## config.mk

```make
export PLATFORM = sky130hd
export DESIGN_NAME = xswitches
export DESIGN_NICKNAME = d
export VERILOG_FILES = /design/src/rtl/xswitches_pkg.sv /design/src/rtl/xswitches_debounce_bit.sv /design/src/rtl/xswitches.sv
export SDC_FILE = /design/constraint.sdc
export NUM_CORES = 1
export LEC_CHECK = 0
export BUFFER_PORTS_ARGS = -buffer_cell sky130_fd_sc_hd__buf_2
export CAP_MARGIN = 20
export CORE_UTILIZATION = 30
export CTS_CLUSTER_SIZE = 40
export DETAILED_ROUTE_END_ITERATION = 16
export GPL_ROUTABILITY_DRIVEN = 0
export PLACE_DENSITY = 0.55
export SETUP_SLACK_MARGIN = 0.1
export SYNTH_ARGS = -nofsm -noshare
export SYNTH_HDL_FRONTEND = slang
export SYNTH_HIERARCHICAL = 1
export SYNTH_SLANG_ARGS = --single-unit
```

## constraint.sdc

```tcl
create_clock -name clk -period 9.8 [get_ports clk]
set_input_delay 0 -clock clk [delete_from_list [all_inputs] [get_ports clk]]
set_output_delay 0 -clock clk [all_outputs]
set_load 0.01 [all_outputs]
```

## src/rtl/xswitches_pkg.sv

```systemverilog
// xswitches_pkg: shared sizing helpers and parameter legality check for the
// debounced switch/button input peripheral.
//   CNT_W(stable_ticks)  width of a per-bit debounce counter
//   PRE_W(tick_div)      width of the shared tick prescaler
//   params_legal(...)    1 when the parameter set is usable
package xswitches_pkg;

  // Counter must hold 0..stable_ticks.
  function automatic int CNT_W(input int stable_ticks);
    return $clog2(stable_ticks + 32'sd1);
  endfunction

  // Prescaler counts 0..tick_div-1.
  function automatic int PRE_W(input int tick_div);
    return $clog2(tick_div);
  endfunction

  // A one-cycle prescaler would tick every cycle, so at least two cycles per
  // tick and at least one tick of confirmation are required.
  function automatic bit params_legal(input int width, input int tick_div,
                                      input int stable_ticks);
    return (width >= 32'sd1) && (tick_div >= 32'sd2) && (stable_ticks >= 32'sd1);
  endfunction

endpackage

```

## src/rtl/xswitches_debounce_bit.sv

```systemverilog
// debounce_bit: one input bit of the switch peripheral.
//   clk     system clock
//   reset   asynchronous, active-low reset
//   raw     raw pin level, asynchronous to clk
//   tick    shared debounce tick, one cycle wide
//   stable  debounced level (flop output)
//   rise    high in the cycle whose closing edge moves stable 0->1
module debounce_bit
  import xswitches_pkg::*;
#(
  parameter int STABLE_TICKS = 4
) (
  input  logic clk,
  input  logic reset,
  input  logic raw,
  input  logic tick,
  output logic stable,
  output logic rise
);

  localparam int CNT_BITS = CNT_W(STABLE_TICKS);
  localparam logic [CNT_BITS-1:0] CNT_ZERO = {CNT_BITS{1'b0}};
  localparam logic [CNT_BITS-1:0] CNT_ONE  = CNT_BITS'(32'd1);
  localparam logic [CNT_BITS-1:0] CNT_LAST = CNT_BITS'(STABLE_TICKS - 32'sd1);

  logic                s1_r;
  logic                s2_r;
  logic [CNT_BITS-1:0] cnt_r;
  logic                stable_r;
  logic [CNT_BITS-1:0] cnt_n_s;
  logic                stable_n_s;

  // Debounce next state: any cycle matching the held level restarts the count,
  // so a bounce must persist for STABLE_TICKS ticks in a row to be accepted.
  always_comb begin
    cnt_n_s    = cnt_r;
    stable_n_s = stable_r;
    if (s2_r == stable_r) begin
      cnt_n_s = CNT_ZERO;
    end else if (tick) begin
      if (cnt_r == CNT_LAST) begin
        stable_n_s = s2_r;
        cnt_n_s    = CNT_ZERO;
      end else begin
        cnt_n_s = cnt_r + CNT_ONE;
      end
    end else begin
      cnt_n_s = cnt_r;
    end
  end

  // Synchroniser, debounce counter and stable level registers.
  always_ff @(posedge clk or negedge reset) begin
    if (!reset) begin
      s1_r     <= 1'b0;
      s2_r     <= 1'b0;
      cnt_r    <= CNT_ZERO;
      stable_r <= 1'b0;
    end else begin
      s1_r     <= raw;
      s2_r     <= s1_r;
      cnt_r    <= cnt_n_s;
      stable_r <= stable_n_s;
    end
  end

  assign stable = stable_r;
  // Announced before the edge so the event flag can be set on the same edge.
  assign rise   = stable_n_s & ~stable_r;

endmodule

```

## src/rtl/xswitches.sv

```systemverilog
// xswitches: debounced slide-switch / push-button input peripheral.
//   clk       system clock
//   reset     asynchronous, active-low reset
//   sw_in     raw pin levels (WIDTH), asynchronous to clk
//   rd_en     one-cycle read request
//   rd_sel    per-bit read / event-clear mask, sampled with rd_en
//   rd_data   masked debounced levels, valid with rd_valid
//   rd_valid  one-cycle pulse, the cycle after rd_en
//   sw_state  live debounced levels
//   evt       sticky rising-edge flags
//   irq       OR of evt
module xswitches
  import xswitches_pkg::*;
#(
  parameter int WIDTH        = 8,
  parameter int TICK_DIV     = 100000,
  parameter int STABLE_TICKS = 4
) (
  input  logic             clk,
  input  logic             reset,
  input  logic [WIDTH-1:0] sw_in,
  input  logic             rd_en,
  input  logic [WIDTH-1:0] rd_sel,
  output logic [WIDTH-1:0] rd_data,
  output logic             rd_valid,
  output logic [WIDTH-1:0] sw_state,
  output logic [WIDTH-1:0] evt,
  output logic             irq
);

  localparam int PRE_BITS = PRE_W(TICK_DIV);
  localparam logic [PRE_BITS-1:0] PRE_ZERO = {PRE_BITS{1'b0}};
  localparam logic [PRE_BITS-1:0] PRE_ONE  = PRE_BITS'(32'd1);
  localparam logic [PRE_BITS-1:0] PRE_LAST = PRE_BITS'(TICK_DIV - 32'sd1);
  localparam logic [WIDTH-1:0]    W_ZERO   = {WIDTH{1'b0}};

  if (!params_legal(WIDTH, TICK_DIV, STABLE_TICKS)) begin : g_param_check
    $error("xswitches: WIDTH>=1, TICK_DIV>=2 and STABLE_TICKS>=1 are required");
  end

  logic [PRE_BITS-1:0] pre_r;
  logic [PRE_BITS-1:0] pre_n_s;
  logic                tick_s;
  logic [WIDTH-1:0]    stable_s;
  logic [WIDTH-1:0]    rise_s;
  logic [WIDTH-1:0]    clr_s;
  logic [WIDTH-1:0]    evt_r;
  logic [WIDTH-1:0]    evt_n_s;
  logic [WIDTH-1:0]    rd_data_r;
  logic [WIDTH-1:0]    rd_data_n_s;
  logic                rd_valid_r;

  assign tick_s = (pre_r == PRE_LAST);

  // Prescaler next count: wraps after TICK_DIV-1.
  always_comb begin
    pre_n_s = PRE_ZERO;
    if (tick_s) begin
      pre_n_s = PRE_ZERO;
    end else begin
      pre_n_s = pre_r + PRE_ONE;
    end
  end

  for (genvar i = 32'sd0; i < WIDTH; i++) begin : g_bit
    debounce_bit #(
      .STABLE_TICKS(STABLE_TICKS)
    ) u_debounce (
      .clk   (clk),
      .reset (reset),
      .raw   (sw_in[i]),
      .tick  (tick_s),
      .stable(stable_s[i]),
      .rise  (rise_s[i])
    );
  end

  // Read snapshot and event update; set is applied after clear so a rise
  // coinciding with a clear of the same bit keeps the flag.
  always_comb begin
    clr_s       = W_ZERO;
    rd_data_n_s = rd_data_r;
    if (rd_en) begin
      clr_s       = rd_sel;
      rd_data_n_s = stable_s & rd_sel;
    end else begin
      clr_s       = W_ZERO;
      rd_data_n_s = rd_data_r;
    end
    evt_n_s = (evt_r & ~clr_s) | rise_s;
  end

  // Prescaler, event flags and read port registers.
  always_ff @(posedge clk or negedge reset) begin
    if (!reset) begin
      pre_r      <= PRE_ZERO;
      evt_r      <= W_ZERO;
      rd_data_r  <= W_ZERO;
      rd_valid_r <= 1'b0;
    end else begin
      pre_r      <= pre_n_s;
      evt_r      <= evt_n_s;
      rd_data_r  <= rd_data_n_s;
      rd_valid_r <= rd_en;
    end
  end

  assign sw_state = stable_s;
  assign evt      = evt_r;
  assign irq      = |evt_r;
  assign rd_data  = rd_data_r;
  assign rd_valid = rd_valid_r;

endmodule
```

==> results.txt <==
----------------------------------------------------
[Critical path]
  Capture point of the worst reg-to-reg path ... g_bit[5].u_debounce/stable
  Critical register-to-register path startpoint ... pre_r[11]
  Number of gates on the worst path with buffers counted ... 6
  Req. time, crit path ... 10.02 ns
  Crit. End Element ... register
  Critical path launch point ... pre_r[11]
  Number of cells on the worst reg-to-reg path ... 6
  CP endpoint ... g_bit[5].u_debounce/stable
  Worst Path Class, Setup ... register to register
  CP peak stage delay ... between 0.5 and 0.6 ns
  Bufs and invs on worst path ... 1
  Critical Path Slowest Stage Cell ... or4_1
  WP data arrival ... 3.26 ns
  Cell type group with the largest total delay on the critical path ... simple AND/OR/NAND/NOR gates
  Worst R2R Setup Slack ... approximately 6.8 ns
  Crit path cell chain ... or4_1 > or4_4 > nor4_4 > buf_4 > nand3b_2 > mux2_4
  Crit path max fanout ... 45
  Kind of start point of the critical path ... register

[Floorplanning]
  Area enclosed by the die boundary ... 0.01212 mm^2
  I/O pin count ... 45
  Die width ... 110.1 um
  Std-Cell Rows ... 39
  Die Ht ... 110.1 um
  Initial Util ... 30.69%
  Placeable core region ... 0.01142 mm^2

[Route]
  Routed WL per cell ... 12.83 um
  Count of antenna-violating nets left after detailed routing ... 0
  Via count ... between 2000 and 2500
  Detailed-routing iteration count for the pre-antenna-repair pass ... 4
  Remaining design rule violation count ... 0
  WL final ... about 6700 um
  Drt via density ... between 4 and 5
  Number of violations reported at the end of detailed-routing iteration 0 ... 122

[Final layout]
  Utilization after layout ... between 30% and 40%
  # nets final ... roughly 400
  Area overhead of the layout relative to synthesis ... 25.42%
  Final non-filler cell total ... 520
  Final design instance area without fill ... 0.004395 mm^2
  Share of final-layout standard cells stronger than drive strength 1 ... 20.42%
  Number of diodes ... 0

[Yosys]
  Ys Warns ... 6
  Cell area after synthesis ... 0.003505 mm^2
  Number of nets produced by synthesis ... 332
  Ranking of synthesized cells by instance count ... dfrtp_1 (82), nand2_1 (33), nand2b_1 (24)
  Distinct cell type count after synthesis ... 27
  Cell type with the largest total area after synthesis ... dfrtp_1
  Proportion of netlist area held by the largest area contributor ... 58.55%
  Synth Area per Inst ... 11.53 um^2
  EDFF count, synth ... 0
  Share of synthesized area occupied by flip-flops and latches ... 58.55%
  Flops & latches, synth ... 82
  Number of standard cells after synthesis ... 304
  Share of async-settable or async-resettable flops after synthesis ... 100.0%
  Largest cells by area after synthesis ... dfrtp_1 (59%), nand2b_1 (4.3%), xnor2_1 (4.2%)
  Library cell with the highest instance count after synthesis ... dfrtp_1
  Top_reg_cell synth ... dfrtp_1

[Clock tree]
  Clock tree root buffer cell ... clkbuf_16
  Number of cells upsized or downsized after cts ... 0
  Latest clock arrival within the worst-skew pair ... 0.33 ns
  Total clock buffers created by CTS ... 9
  TritonCTS Sinks ... between 80 and 90
  CTS tree ... built
  Maximum buffer depth of the clock tree ... 2
  Max H-tree Level ... 3
  Clock transition time at the flip-flop clock pins of the worst setup and hold paths ... 0.06 ns

[Global route]
  Global-route wire length before repair ... 10980 um
  GR Util All Layers ... 12.12%
  Via count of the first global-routing pass ... 2325
  Maximum number of pins on one net before global-route repair ... 83
  Grt total ovfl ... 0
  Initial antenna violation count ... 0

[Placement]
  Post-Place Cells ... approximately 490
  Half-perimeter wire length of the detailed placement result ... 4499 um
  Placed Area ... just under 0.004 mm^2
  Setup slack at placement ... a little under 7 ns
  Port bufs ... 44

[Run status]
  Outcome ... complete, no violations

[Timing]
  Min Clock Period, post-route ... slightly above 3 ns
  Worst-case hold slack ... 0.02287 ns
  Headroom to the max-slew limit ... 56.58%
  Maximum operating frequency ... 0.3288 GHz
  RSZ-0062 raised after global routing ... false
  Final TNS setup ... 0 ns
  Actual slew at the worst max-slew pin ... 0.6465 ns
  Setup ws final ... 6.759 ns
  Number of setup violations in the final report ... 0
  Final Slew Violations ... 0
  Fin crit share ... a little under a third
  Clock Skew ... ~0.0074 ns
  Total count of hold-check failures in the final report ... 0

[Hold path]
  Hold depth ... 1
  Worst Min Path Start ... rd_en
  Tightest Hold Check Type ... input port to register

[Power]
  Power after layout ... approximately 0.71 mW
  Leakage power ... 2.071 nW
  Ratio of total power to cell area ... 161.2 mW/mm^2
  Highest ir drop seen on vdd ... 0.1268 mV

[Run]
  Max-cap check violation count ... 0

----------------------------------------------------
cells by family after synthesis:
| kind of cell | after synthesis | share of synthesized area [%] |
|---|---|---|
| buffers and inverters | 12 | 1.285 |
| AND/OR/NAND/NOR | 137 | 22.53 |
| adder cells (fa/ha/maj) | 9 | 3.213 |
| multiplexers | 8 | 3.427 |
| flip-flops | 82 | 58.55 |
| XOR/XNOR | 22 | 5.498 |
| AO/OA/AOI/OAI | 34 | 5.498 |
worst min-delay path by stage:
stage	endpoint	slack [ns]
after global routing	rd_valid	0.04
final	rd_valid	0.02
after CTS	rd_valid	0.03
after detailed placement	g_bit[0].u_debounce/s1_r	0.11
after global placement	g_bit[0].u_debounce/s1_r	0.11
after floorplan	evt[0]	-0.30
state kept, by name, summed over array words and instances (netlist names):
register / count
evt: 8
g_bit.u_debounce/cnt_r: 24
g_bit.u_debounce/s1_r: 8
g_bit.u_debounce/s2_r: 8
g_bit.u_debounce/stable: 8
pre_r: 17
rd_data: 8
rd_valid: 1
cell type report:
| cell class | count | area (um^2) |
|---|---|---|
| flip-flops and latches | 82 | 2052 |
| fillers | 1119 | 7023 |
| repair buffers | 63 | 427.9 |
| clock buffers | 9 | 225.2 |
| clock inverters | 4 | 70.07 |
| multi-input cells | 210 | 1408 |
| inverters | 9 | 33.78 |
| well taps | 143 | 178.9 |
power breakdown:
part | internal [mW] | switching (mW) | total [mW]
sequential | 0.342 | 0.00208 | 0.344
clock | 0.218 | 0.124 | 0.341
combinational | 0.0103 | 0.0126 | 0.0229
total | 0.570 | 0.138 | 0.708
per-layer routing:
metal / up-vias / wire length (um) / track usage, %
met4: 0 / 93 / 4.000
met2: 54 / 3008 / 18.88
met5: - / 0 / 0
li1: 1181 / - / -
met1: 1157 / 3234 / 15.43
met3: 10 / 335 / 4.586
placed cells by master (no fill, tap or decap), types with 5 or more instances in the layout:
cell type      count
nand3_1           20
clkbuf_16          9
ha_1               9
a21o_1             8
nand2_1           33
buf_2             43
nand2b_1          24
o21ai_0            8
nor2_1            17
nor3b_1            8
dfrtp_1           82
inv_1              9
nand3b_1           8
dlygate4sd3_1     17
xor2_1             5
xnor2_1           17
nand3b_2           8
mux2_4             8
a21oi_1           17
what timing repair did:
item / 4_1_cts / 5_1_grt
setup buffers: 0 / 0
hold buffers: 17 / 0
endpoints found under the hold margin: 105 / 0
(Power assumes the default switching activity.)
